$ cat src/rtl/cga_vram_arbiter.sv
`default_nettype none
// ============================================================================
// Module      : cga_vram_arbiter
// Description : Shares the single CGA/Tandy VRAM port between the display
//               fetch slots of the sequencer and ISA CPU memory cycles in the
//               B8000-BFFFF window. Display fetch always owns the port when it
//               asks for it; the CPU is serviced inside sequencer ISA windows
//               (or after a starvation timeout) and held off with bus_rdy.
// Revision    : 1.0 - initial release
// ============================================================================
module cga_vram_arbiter #(
    parameter logic [19:0] FRAMEBUFFER_ADDR = 20'hB8000,
    parameter int unsigned USE_BUS_WAIT     = 1,
    parameter int unsigned ACCESS_CYCLES    = 2,
    parameter logic [5:0]  MAX_WAIT         = 6'd40
) (
    // clock / reset
    input  logic        clk,
    input  logic        reset_l,

    // ISA bus side
    input  logic [19:0] bus_a,
    input  logic        bus_memr_l,
    input  logic        bus_memw_l,
    input  logic        bus_aen,
    input  logic [7:0]  bus_d,
    output logic        bus_rdy,
    output logic [7:0]  cpu_rdata,
    output logic        cpu_rd_active,
    input  logic        tandy_32k,

    // sequencer side
    input  logic        disp_req,
    input  logic [18:0] disp_addr,
    input  logic        isa_op_enable,

    // VRAM port
    output logic [18:0] ram_a,
    output logic        ram_we_l,
    output logic [7:0]  ram_wd,
    input  logic [7:0]  ram_d
);

    // ------------------------------------------------------------------------
    // Constants
    // ------------------------------------------------------------------------
    // Access counter is 3 bits wide, enough for 1..7 port-owning clocks.
    localparam logic [2:0] ACC_LAST    = 3'(ACCESS_CYCLES - 1);
    localparam logic [4:0] WINDOW_BITS = FRAMEBUFFER_ADDR[19:15];
    localparam logic [5:0] WAIT_SAT    = 6'h3F;

    // ------------------------------------------------------------------------
    // State encoding
    // ------------------------------------------------------------------------
    typedef enum logic [1:0] {
        ST_IDLE      = 2'd0,
        ST_WAIT_SLOT = 2'd1,
        ST_ACCESS    = 2'd2,
        ST_DONE      = 2'd3
    } state_t;

    state_t      r_state;
    logic [5:0]  r_wait_cnt;
    logic [2:0]  r_acc_cnt;
    logic        r_is_write;
    logic [18:0] r_cpu_addr;
    logic [7:0]  r_wdata;
    logic [7:0]  r_rdata;
    logic        r_bus_rdy;

    // Strobe synchronizers: [0] metastability stage, [1] usable stage.
    logic [1:0]  r_memr_sync;
    logic [1:0]  r_memw_sync;
    logic        r_memr_prev;
    logic        r_memw_prev;

    logic        w_hit;
    logic        w_memr_fall;
    logic        w_memw_fall;
    logic        w_req;
    logic [18:0] w_cpu_addr;
    logic        w_slot_go;
    logic        w_strobe_high;
    logic        w_cpu_drive;

    // ------------------------------------------------------------------------
    // Strobe synchronization and edge detection
    // ------------------------------------------------------------------------
    // Two-flop synchronizers plus a history flop for falling-edge detection;
    // all reset high so that no phantom edge appears after reset.
    always_ff @(posedge clk or negedge reset_l) begin
        if (!reset_l) begin
            r_memr_sync <= 2'b11;
            r_memw_sync <= 2'b11;
            r_memr_prev <= 1'b1;
            r_memw_prev <= 1'b1;
        end else begin
            r_memr_sync <= {r_memr_sync[0], bus_memr_l};
            r_memw_sync <= {r_memw_sync[0], bus_memw_l};
            r_memr_prev <= r_memr_sync[1];
            r_memw_prev <= r_memw_sync[1];
        end
    end

    assign w_memr_fall = r_memr_prev & ~r_memr_sync[1];
    assign w_memw_fall = r_memw_prev & ~r_memw_sync[1];

    // Address decode: 32K-aligned window, suppressed during DMA cycles.
    assign w_hit = (bus_a[19:15] == WINDOW_BITS) & ~bus_aen;

    // A write edge and a read edge arriving together resolve as a write.
    assign w_req = w_hit & (w_memw_fall | w_memr_fall);

    // Tandy 32K mode uses a[14]; CGA 16K mode mirrors the upper half.
    assign w_cpu_addr = {4'h0, tandy_32k & bus_a[14], bus_a[13:0]};

    // Read direction for the external data-bus transceiver; follows the raw
    // strobe so it is valid for the whole ISA read cycle.
    assign cpu_rd_active = ~bus_memr_l & w_hit;

    // ------------------------------------------------------------------------
    // Arbitration control
    // ------------------------------------------------------------------------
    // The wait counter saturates above MAX_WAIT, so the starvation guard
    // compares with >= to stay armed while display fetch keeps the port busy.
    assign w_slot_go = ~disp_req & (isa_op_enable | (r_wait_cnt >= MAX_WAIT));

    // The CPU is done only once the strobe of its own direction has gone high.
    assign w_strobe_high = r_is_write ? r_memw_sync[1] : r_memr_sync[1];

    // CPU request FSM; owns the latched transaction and the registered outputs.
    always_ff @(posedge clk or negedge reset_l) begin
        if (!reset_l) begin
            r_state    <= ST_IDLE;
            r_wait_cnt <= 6'd0;
            r_acc_cnt  <= 3'd0;
            r_is_write <= 1'b0;
            r_cpu_addr <= 19'd0;
            r_wdata    <= 8'h00;
            r_rdata    <= 8'h00;
            r_bus_rdy  <= 1'b1;
        end else begin
            case (r_state)
                ST_IDLE: begin
                    // New edges are only honoured here; edges seen in any
                    // other state are consumed by the history flops.
                    if (w_req) begin
                        r_state    <= ST_WAIT_SLOT;
                        r_wait_cnt <= 6'd0;
                        r_acc_cnt  <= 3'd0;
                        r_is_write <= w_memw_fall;
                        r_cpu_addr <= w_cpu_addr;
                        r_wdata    <= bus_d;
                        r_bus_rdy  <= 1'b0;
                    end
                end

                ST_WAIT_SLOT: begin
                    if (w_slot_go) begin
                        r_state   <= ST_ACCESS;
                        r_acc_cnt <= 3'd0;
                    end else if (r_wait_cnt != WAIT_SAT) begin
                        r_wait_cnt <= r_wait_cnt + 6'd1;
                    end
                end

                ST_ACCESS: begin
                    if (disp_req) begin
                        // Display fetch pre-empts; retry from scratch in a
                        // later window, keeping the accumulated wait time.
                        r_state   <= ST_WAIT_SLOT;
                        r_acc_cnt <= 3'd0;
                    end else if (r_acc_cnt == ACC_LAST) begin
                        r_state   <= ST_DONE;
                        r_bus_rdy <= 1'b1;
                        if (!r_is_write) begin
                            r_rdata <= ram_d;
                        end
                    end else begin
                        r_acc_cnt <= r_acc_cnt + 3'd1;
                    end
                end

                ST_DONE: begin
                    if (w_strobe_high) begin
                        r_state <= ST_IDLE;
                    end
                end

                default: begin
                    r_state <= ST_IDLE;
                end
            endcase
        end
    end

    // ------------------------------------------------------------------------
    // VRAM port multiplexer
    // ------------------------------------------------------------------------
    // Combinational so that a display request mid-access releases the write
    // enable in the very cycle it appears.
    assign w_cpu_drive = (r_state == ST_ACCESS) & ~disp_req;
    assign ram_a       = w_cpu_drive ? r_cpu_addr : disp_addr;
    assign ram_we_l    = ~(w_cpu_drive & r_is_write);
    assign ram_wd      = r_wdata;
    assign cpu_rdata   = r_rdata;

    // ------------------------------------------------------------------------
    // ISA ready
    // ------------------------------------------------------------------------
    generate
        if (USE_BUS_WAIT != 0) begin : g_rdy_wait
            assign bus_rdy = r_bus_rdy;
        end else begin : g_rdy_tied
            assign bus_rdy = 1'b1;
        end
    endgenerate

endmodule

`default_nettype wire

$ cat config.mk
export PLATFORM = sky130hd
export DESIGN_NAME = cga_vram_arbiter
export DESIGN_NICKNAME = d
export VERILOG_FILES = /design/src/rtl/cga_vram_arbiter.sv
export SDC_FILE = /design/constraint.sdc
export NUM_CORES = 1
export LEC_CHECK = 0
export CAP_MARGIN = 30
export CORE_AREA = 2 2 78 80
export CTS_BUF_LIST = sky130_fd_sc_hd__clkbuf_16
export DETAILED_ROUTE_END_ITERATION = 16
export DIE_AREA = 0 0 80 82
export MAX_ROUTING_LAYER = met4
export PLACE_DENSITY = 0.79
export SLEW_MARGIN = 20
export SYNTH_ARGS = -nofsm -noshare
export SYNTH_HDL_FRONTEND = slang
export SYNTH_SLANG_ARGS = --single-unit
$ cat constraint.sdc
create_clock -name clk -period 2.6 [get_ports clk]
set_clock_uncertainty 0.15 [all_clocks]
set_input_delay 0.52 -clock clk [delete_from_list [all_inputs] [get_ports clk]]
set_output_delay 0.52 -clock clk [all_outputs]
set_load 0.02 [all_outputs]
==> run metrics, run 1 <==
# setup viols final=0; peak supply drop=between 500 and 600 uV; top cells by count, synth=nand2_1 (57), dfrtp_1 (43), mux2_2 (31); Setup crit start kind=flop; outcome=completed; Slew Viols, Final=0; Slew @ Worst Pin=698.6 ps; port bufs=100; Synth Flop Type=dfrtp_1; number of global-route vias before repair=1938; Final Cycle Share=~95%; DRC violations left=0; first-pass GRT wire length=around 9000 microns; row cnt=28; share of layout cells above drive strength 1=a little under a fifth; # clock sinks=50; Reg2Reg Setup Slack=~460 ps; total congestion overflow=0; asr flop ratio synth=100.0%; Leak=roughly 1.7 nW; Power Density=about 800 mW/mm^2; synthesis-stage register bit count=50; initial antenna violation count=0; full die area=between 0.006 and 0.007 sq mm; Synth area leaders=dfrtp_1 (46%), mux2_2 (15%), nand2_1 (9.1%); area grow syn2layout=57.77%; aggregate routed wire length=between 5000 and 6000 microns; max_slew headroom=a little over half; CP endpoint kind=primary output; CORE AREA=about 0.0057 sq mm; PnR worst setup slack=136.2 ps; Mapped Area=about 0.0023 sq mm; Yosys cell types=36; Post-DRT Antenna Nets=0; Max stage delay on crit path=about 440 ps; Synth Instances=between 200 and 250; die height=between 80 and 90 microns; top achievable clock speed=roughly 400 MHz; H-tree depth=2; Buf/Inv on CP=2; Clock Pin Slew Worst Setup and Hold Paths=~70 ps; Root Buffer=clkbuf_16; final hold vios=0; top-count cell post-synth=nand2_1; Critical Path AT=1790 ps; clock buffer depth=2; crit-path max FO=20; FF-to-FF path depth=7; overall die width=~80 microns; Seq/Total Area, Yosys=around 54%; RSZ-0062 raised after global routing=false; Avg Inst Size Synth=10.75 sq um; # diodes=0; Filler cells=around 490; max-cap viol count=0; # Post-CTS Setup Buffers=0; Slowest cell on crit path=dfrtp_1; dominant cell type by area after synthesis=dfrtp_1; setup TNS=0 ps; Setup CP Type=flop to primary output; largest net degree at the start of global routing=between 40 and 50; drt via density=just under 5; placed cell count=between 300 and 400; wire length per cell=around 14 microns; data required time at the worst endpoint=just under 2000 ps; HPWL after DPL=about 4200 microns; WHS Path Cells=0; cell area after layout=between 0.003 and 0.004 sq mm; Power Total=slightly below 3 mW; Post-Place Cell Area=between 0.003 and 0.004 sq mm; Post-Syn Nets=between 200 and 300; Post-synth EDFFs=0; All-Layer GR Usage=a little under a fifth; post-route non-filler standard cell count=~410; hold crit path type=flop to flop; TritonCTS clock tree=yes; gpl congestion=a little under 0.8; drt first pass iters=5; top-area cell type share of the netlist area=~46%; yosys warns=0; crit-path leading delay family=simple AND/OR/NAND/NOR gates; Period minus WS final=roughly 2500 ps; starting density of the core=around 41%; DP Worst Slack=-202.3 ps; Vias=between 1500 and 2000; CTS Buf Count=5; clk_lat worst skew=between 200 and 300 ps; Worst path depth=5; Ports=101; DR iter-0 viols=108; net total in the final layout=400; Cell Chain, Critical Path=nand2b_1, or2_1, buf_12, and2_1, dlygate4sd2_1
-- worst paths after layout --
kind                                  end           start
max in group asynchronous  r_cpu_addr[11]         reset_l
min in group asynchronous   r_wait_cnt[2]         reset_l
hold / removal             r_memr_sync[1]  r_memr_sync[0]
setup reg to reg             cpu_rdata[5]      r_state[1]
hold reg to reg            r_memr_sync[1]  r_memr_sync[0]
setup / recovery                ram_a[17]      r_state[1]
-- cell families after synthesis --
family	share of synthesized area [%]
AOI/OAI and AO/OA	7.422
adders and majority gates	2.136
buffers and inverters	2.402
DFF	53.76
muxes	16.60
and+or+nand+nor	17.67
-- cells in the final DEF, fill, tap and decap left out, types with 2 or more instances in the layout --
master	count
ha_1	4
o21ai_0	7
mux2i_1	4
nand3_1	2
o21a_1	3
nand2b_1	4
dfstp_2	7
mux2_2	31
dfrtp_1	43
clkdlybuf4s50_1	77
dlygate4sd2_1	21
nand2_1	57
nor2_1	7
clkbuf_16	5
a21o_1	2
nor2b_1	5
buf_4	11
a21oi_1	2
and2_1	5
buf_12	4
inv_1	8
o221ai_1	2
-- per-layer routing --
layer	share of wire, %	vias up	global-route usage, %
li1	-	965	-
met1	42	956	22.70
met2	53	53	30.08
met3	3.6	7	2.527
met4	1.3	0	6.271
met5	0	-	-
-- final cells by class --
| type | instances | area (sq um) | share of cell area (%) |
|---|---|---|---|
| Tap cell | 75 | 93.84 | 2.538 |
| Multi-Input combinational cell | 154 | 1036 | 28.02 |
| Inverter | 6 | 22.52 | 0.6091 |
| Sequential cell | 50 | 1260 | 34.08 |
| Clock inverter | 3 | 15.01 | 0.4061 |
| Timing Repair Buffer | 116 | 1145 | 30.96 |
| Clock buffer | 5 | 125.1 | 3.384 |
-- where the power goes --
group | switching, mW | internal (mW) | leakage (nW)
clock | 0.264 | 0.349 | 0.0724
combinational | 0.559 | 0.582 | 1.03
sequential | 0.143 | 0.994 | 0.641
total | 0.966 | 1.93 | 1.75
-- stage by stage --
| step | hold slack, ps | util (%) |
|---|---|---|
| global route | 196.9 | 64.35 |
| floorplan | 74.41 | - |
| detailed placement | 199.4 | 61.76 |
| global placement | 195.5 | 61.76 |
| CTS | 202.7 | 63.74 |
| finish | 203.7 | 64.35 |
-- timing repair --
item / CTS / global route
hold buffers: 0 / 1
resized for setup: 21 / 2
setup endpoints to repair: 21 / 8
endpoints found under the hold margin: 0 / 7
-- registers in the layout, summed over array words and instances, names as in the netlist --
| name | count |
|---|---|
| r_memr_prev | 1 |
| r_is_write | 1 |
| r_cpu_addr | 15 |
| r_memr_sync | 2 |
| r_memw_prev | 1 |
| bus_rdy | 1 |
| r_acc_cnt | 3 |
| r_state | 2 |
| cpu_rdata | 8 |
| r_memw_sync | 2 |
| r_wait_cnt | 6 |
| ram_wd | 8 |
Note: power is estimated with default switching activity, not from simulation.
==> run 2, diff against run 1 <==
--- a/config.mk
+++ b/config.mk
@@ -12,6 +12,7 @@
 export DIE_AREA = 0 0 80 82
 export MAX_ROUTING_LAYER = met4
 export PLACE_DENSITY = 0.79
+export SETUP_SLACK_MARGIN = 0.15
 export SLEW_MARGIN = 20
 export SYNTH_ARGS = -nofsm -noshare
 export SYNTH_HDL_FRONTEND = slang
==> run 2 against run 1 <==
Compared with the run above:
- die area did not move
- highest routed layer unchanged
- total power rose by 0.95%
- non-clock buffer count is 1 higher
- wire length is 0.44% higher
- cell area increased by 0.44%
- setup slack better by 75 ps
- clock power about the same
- critical endpoint is now ram_a[16]
==> run metrics, run 2 (synthesis gave the netlist of run 1 again) <==
Comb pwr share=between 40% and 50%; H-tree depth=2; number of global-route vias before repair=around 1900; Final Cycle Share=between 90% and 100%; RSZ-0062 raised after global routing=false; crit-path max FO=20; hold crit path type=flop to flop; die height=slightly above 80 microns; DR iter-0 viols=107; Clock power frac=roughly a fifth; total congestion overflow=0; Largest Register=r_cpu_addr; data required time at the worst endpoint=slightly below 2000 ps; Root Buffer=clkbuf_16; Largest register FFs=15; Sw Share=about a third; aggregate routed wire length=between 5000 and 6000 microns; clk_lat worst skew=between 200 and 300 ps; # diodes=0; Reg power frac=roughly 39%; Post-DRT Antenna Nets=0; DRC violations left=0; fin util=between 60% and 70%; # setup viols final=0; starting density of the core=about 41%; Power Density=785.9 mW/mm^2; first-pass GRT wire length=9039 microns; CP endpoint kind=primary output; Vias=a little under 2000; drt first pass iters=4; max_slew headroom=between 50% and 60%; setup TNS=0 ps; Slew @ Worst Pin=just over 700 ps; largest net degree at the start of global routing=41; Slew Viols, Final=0; CTS Buf Count=5; final hold vios=0; Clock Pin Slew Worst Setup and Hold Paths=around 70 ps; initial antenna violation count=0; full die area=0.006560 sq mm; Setup crit start kind=flop; outcome=completed; Internal=~1.9 mW; area grow syn2layout=58.46%; port bufs=100; TritonCTS clock tree=yes; CORE AREA=0.005746 sq mm; row cnt=28; top achievable clock speed=between 400 and 500 MHz; Leak=between 1.5 and 2 nW; overall die width=roughly 80 microns; most frequent cells in the layout=clkdlybuf4s50_1 (77), nand2_1 (57), dfrtp_1 (43); gpl congestion=roughly 0.79; Switch Pwr=a little under 1 mW; Ports=about 100; net total in the final layout=401; commonest non-fill, non-tap cell in the layout=clkdlybuf4s50_1; # clock sinks=50; share of layout cells above drive strength 1=approximately 20%; All-Layer GR Usage=a little under a fifth; HPWL after DPL=approximately 4200 microns; Post-Place Cell Area=between 0.003 and 0.004 sq mm; max-cap viol count=0; Period minus WS final=between 2000 and 2500 ps; drt via density=approximately 4.8; clock buffer depth=2; cell area after layout=between 0.003 and 0.004 sq mm; Critical Path AT=between 1500 and 2000 ps; Setup CP Type=flop to primary output; peak supply drop=517.4 uV; wire length per cell=~14 microns
[run 2: cell types whose count changed in the layout (fill, tap and decap cells not counted)]
cell	change
clkdlybuf4s15_2	+1
dlygate4sd2_1	-4
clkdlybuf4s15_1	+4
nor2_1	+1
nand2b_1	-1
buf_4	+1
nand2b_4	+1
dlymetal6s2s_1	-1
nor2_2	-1
[run 2: what timing repair did]
item,in CTS,in global routing
pin swaps,1,0
gates resized for setup,24,5
hold buffers,0,1
endpoints found under the setup margin,21,18
buffers inserted,1,0
endpoints found under the hold margin,0,7
[run 2: layout make-up]
cell class / instances / area, sq um
multi-input combinational: 154 / 1041
inverter: 6 / 22.52
sequential: 50 / 1260
fill: 483 / 2032
tap: 75 / 93.84
clock buffer: 5 / 125.1
timing repair buffer: 117 / 1156
clock inverter: 3 / 15.01
[run 2: path summary, 6_finish.rpt]
| check | from | endpoint | slack (ps) | depth (start not counted) |
|---|---|---|---|---|
| max | r_state[0] | ram_a[16] | 210 | 5 |
| max reg2reg | r_state[0] | cpu_rdata[5] | 520 | 7 |
| min | r_memr_sync[0] | r_memr_sync[1] | 200 | 0 |
| min reg2reg | r_memr_sync[0] | r_memr_sync[1] | 200 | 0 |
| min in group asynchronous | reset_l | r_wait_cnt[2] | 460 | 2 |
| max in group asynchronous | reset_l | r_cpu_addr[11] | 1180 | 4 |
[run 2: layer usage]
layer / vias up / GRT usage [%] / routed length, microns
met4: 0 / 6.271 / 75
li1: 966 / - / -
met3: 7 / 2.418 / 188
met5: - / - / 0
met2: 46 / 30.17 / 2970
met1: 950 / 23.05 / 2433
[run 2: power groups by stage]
stage          clock [mW]  sequential [mW]  combinational [mW]
2_1_floorplan           0             1.24               0.530
3_3_place_gp            0             1.14                1.15
3_5_place_dp            0             1.15                1.17
4_1_cts             0.634             1.13                1.17
5_1_grt             0.671             1.16                1.27
6_report            0.613             1.13                1.17
[run 2: stage by stage]
step | hold slack, ps | worst slack [ps] | cells | power [mW]
2_1_floorplan | 74.41 | 414.2 | 218 | 1.771
3_3_place_gp | 195.5 | -176.2 | 399 | 2.285
3_5_place_dp | 199.4 | -202.3 | 399 | 2.322
4_1_cts | 202.7 | 149.1 | 408 | 2.927
5_1_grt | 196.9 | 166.0 | 410 | 3.107
6_report | 201.6 | 210.8 | 410 | 2.919
[run 2: worst max-delay path, stage by stage (launching register included)]
cell,delay [ps]
dfrtp_1,390
nand2b_4,160
or2_1,260
buf_12,160
and2_1,150
dlygate4sd2_1,310
==> run 3, diff against run 2 <==
--- a/config.mk
+++ b/config.mk
@@ -12,6 +12,7 @@
 export DIE_AREA = 0 0 80 82
 export MAX_ROUTING_LAYER = met4
 export PLACE_DENSITY = 0.79
+export REMOVE_ABC_BUFFERS = 1
 export SETUP_SLACK_MARGIN = 0.15
 export SLEW_MARGIN = 20
 export SYNTH_ARGS = -nofsm -noshare
==> run 3 against run 2 <==
Compared with the run above:
- first-iteration DRC count is 31% lower
- sequential share of layout area is 0.75 points higher
- sequential power hardly changed
- non-clock buffer count is 4 lower
- combinational power hardly changed
- register-to-register slack worse by 20 ps
- via count is 1.1% higher
- maximum frequency is 0.39% higher
- die area stayed put
- cell area is 2.2% lower
- largest power group unchanged
- highest routed layer unchanged
==> run metrics, run 3 (synthesis gave the netlist of run 1 again) <==
outcome=completed; Clock Pin Slew Worst Setup and Hold Paths=approximately 60 ps; # diodes=0; Setup crit start kind=input port; Critical Path Source=bus_a[18]; Slew @ Worst Pin=approximately 670 ps; hold_ws=about 180 ps; TritonCTS clock tree=yes; number of global-route vias before repair=a little over 2000; row cnt=28; Largest Register=r_cpu_addr; full die area=between 0.006 and 0.007 sq mm; DRC violations left=0; CTS Buf Count=5; Internal=around 1.9 mW; Comb pwr share=between 40 and 50%; die height=between 80 and 90 microns; Ports=101; total congestion overflow=0; Root Buffer=clkbuf_16; top achievable clock speed=between 400 and 500 MHz; CORE AREA=roughly 0.0057 sq mm; Reg power frac=38.9%; gr busiest metal=met2; H-tree depth=2; share of layout cells above drive strength 1=between 20% and 30%; drt via density=between 4 and 5; Slew Viols, Final=0; Crit Reg-Reg Startpoint=r_state[0]; peak supply drop=~480 uV; Power Density=around 800 mW/mm^2; Vias=a little under 2000; RSZ-0062 raised after global routing=true; max_slew headroom=54.88%; gpl congestion=around 0.8; max-cap viol count=0; aggregate routed wire length=around 5400 microns; Setup CP Type=input port to primary output; CP endpoint kind=primary output; crit-path max FO=2; data required time at the worst endpoint=roughly 1900 ps; first-pass GRT wire length=between 8000 and 9000 microns; DP Worst Slack=-217.6 ps; Clock power frac=between 20% and 30%; Reg2Reg Setup Slack=500 ps; Leak=between 1.5 and 2 nW; met3 Resource Use GR=~3.2%; starting density of the core=just over 40%; Filler cells=around 480; # setup viols final=0; Period minus WS final=about 2400 ps; Sw Share=roughly a third; FF-to-FF path depth=7; # Post-CTS Setup Buffers=0; most frequent cells in the layout=clkdlybuf4s50_1 (77), nand2_1 (57), dfrtp_1 (43); Crit Reg-Reg Endpoint=cpu_rdata[4]; PnR worst setup slack=between 200 and 250 ps; largest net degree at the start of global routing=51; DR iter-0 viols=74; drt first pass iters=4; area grow syn2layout=55.05%; met2 Use GR=31.42%; hold crit path type=input port to asynchronous set/reset pin; clock buffer depth=2; Post-DRT Antenna Nets=0; HPWL after DPL=4001 microns; initial antenna violation count=0; All-Layer GR Usage=18.12%; Critical Path AT=approximately 1700 ps; port bufs=100; global routing usage on met1=about a fifth; final hold vios=0; net total in the final layout=between 300 and 400; Largest register FFs=15; clk_lat worst skew=290 ps; overall die width=80 microns; # clock sinks=50; Final Cycle Share=between 90 and 100%; wire length per cell=13.32 microns; Switch Pwr=0.9596 mW; commonest non-fill, non-tap cell in the layout=clkdlybuf4s50_1
[run 3: what timing repair did]
action | 4_1_cts | 5_1_grt
hold buffers | 0 | 0
setup endpoints to repair | 21 | 19
resized for setup | 28 | 28
pin swaps | 1 | 0
[run 3: cell type report]
type	count	area (sq um)	area share, %
clock buffers	5	125.1	3.444
clock inverters	3	11.26	0.3099
inverters	6	22.52	0.6198
multi-input cells	154	1041	28.65
flip-flops and latches	50	1260	34.68
well taps	75	93.84	2.583
repair buffers	113	1080	29.72
[run 3: metal layers]
layer	vias up	part of all wire, %	wire length (microns)
li1	968	-	-
met1	965	41	2234
met2	49	53	2858
met3	8	4.5	241
met4	0	1.4	75
met5	-	0	0
[run 3: through the flow]
stage | setup TNS (ps) | util, % | instance area [sq um] | power, mW | instances
after floorplan | -6135 | - | 2310 | 1.762 | 210
after global placement | -3922 | 61.85 | 3553 | 2.307 | 398
after detailed placement | -3948 | 61.85 | 3553 | 2.340 | 398
after CTS | 0 | 63.92 | 3672 | 2.936 | 406
after global routing | 0 | 63.24 | 3633 | 3.087 | 406
final | 0 | 63.24 | 3633 | 2.896 | 406
[run 3: worst max path at each step]
| stage | slack, ps | end |
|---|---|---|
| after floorplan | -400 | r_wait_cnt[2] |
| after global placement | -210 | ram_a[4] |
| after detailed placement | -220 | ram_a[5] |
| after CTS | 170 | ram_a[17] |
| after global routing | 140 | ram_a[4] |
| final | 220 | cpu_rd_active |
[run 3: worst max-delay path, cell delays in order]
cell             delay, ps
clkdlybuf4s50_1        410
and4b_1                270
and3b_1                170
dlygate4sd2_1          340
[run 3: power groups by stage]
stage / registers, mW / logic, mW / clock network (mW)
2_1_floorplan: 1.24 / 0.520 / 0
3_3_place_gp: 1.13 / 1.18 / 0
3_5_place_dp: 1.14 / 1.20 / 0
4_1_cts: 1.13 / 1.18 / 0.629
5_1_grt: 1.16 / 1.27 / 0.655
6_report: 1.13 / 1.16 / 0.607
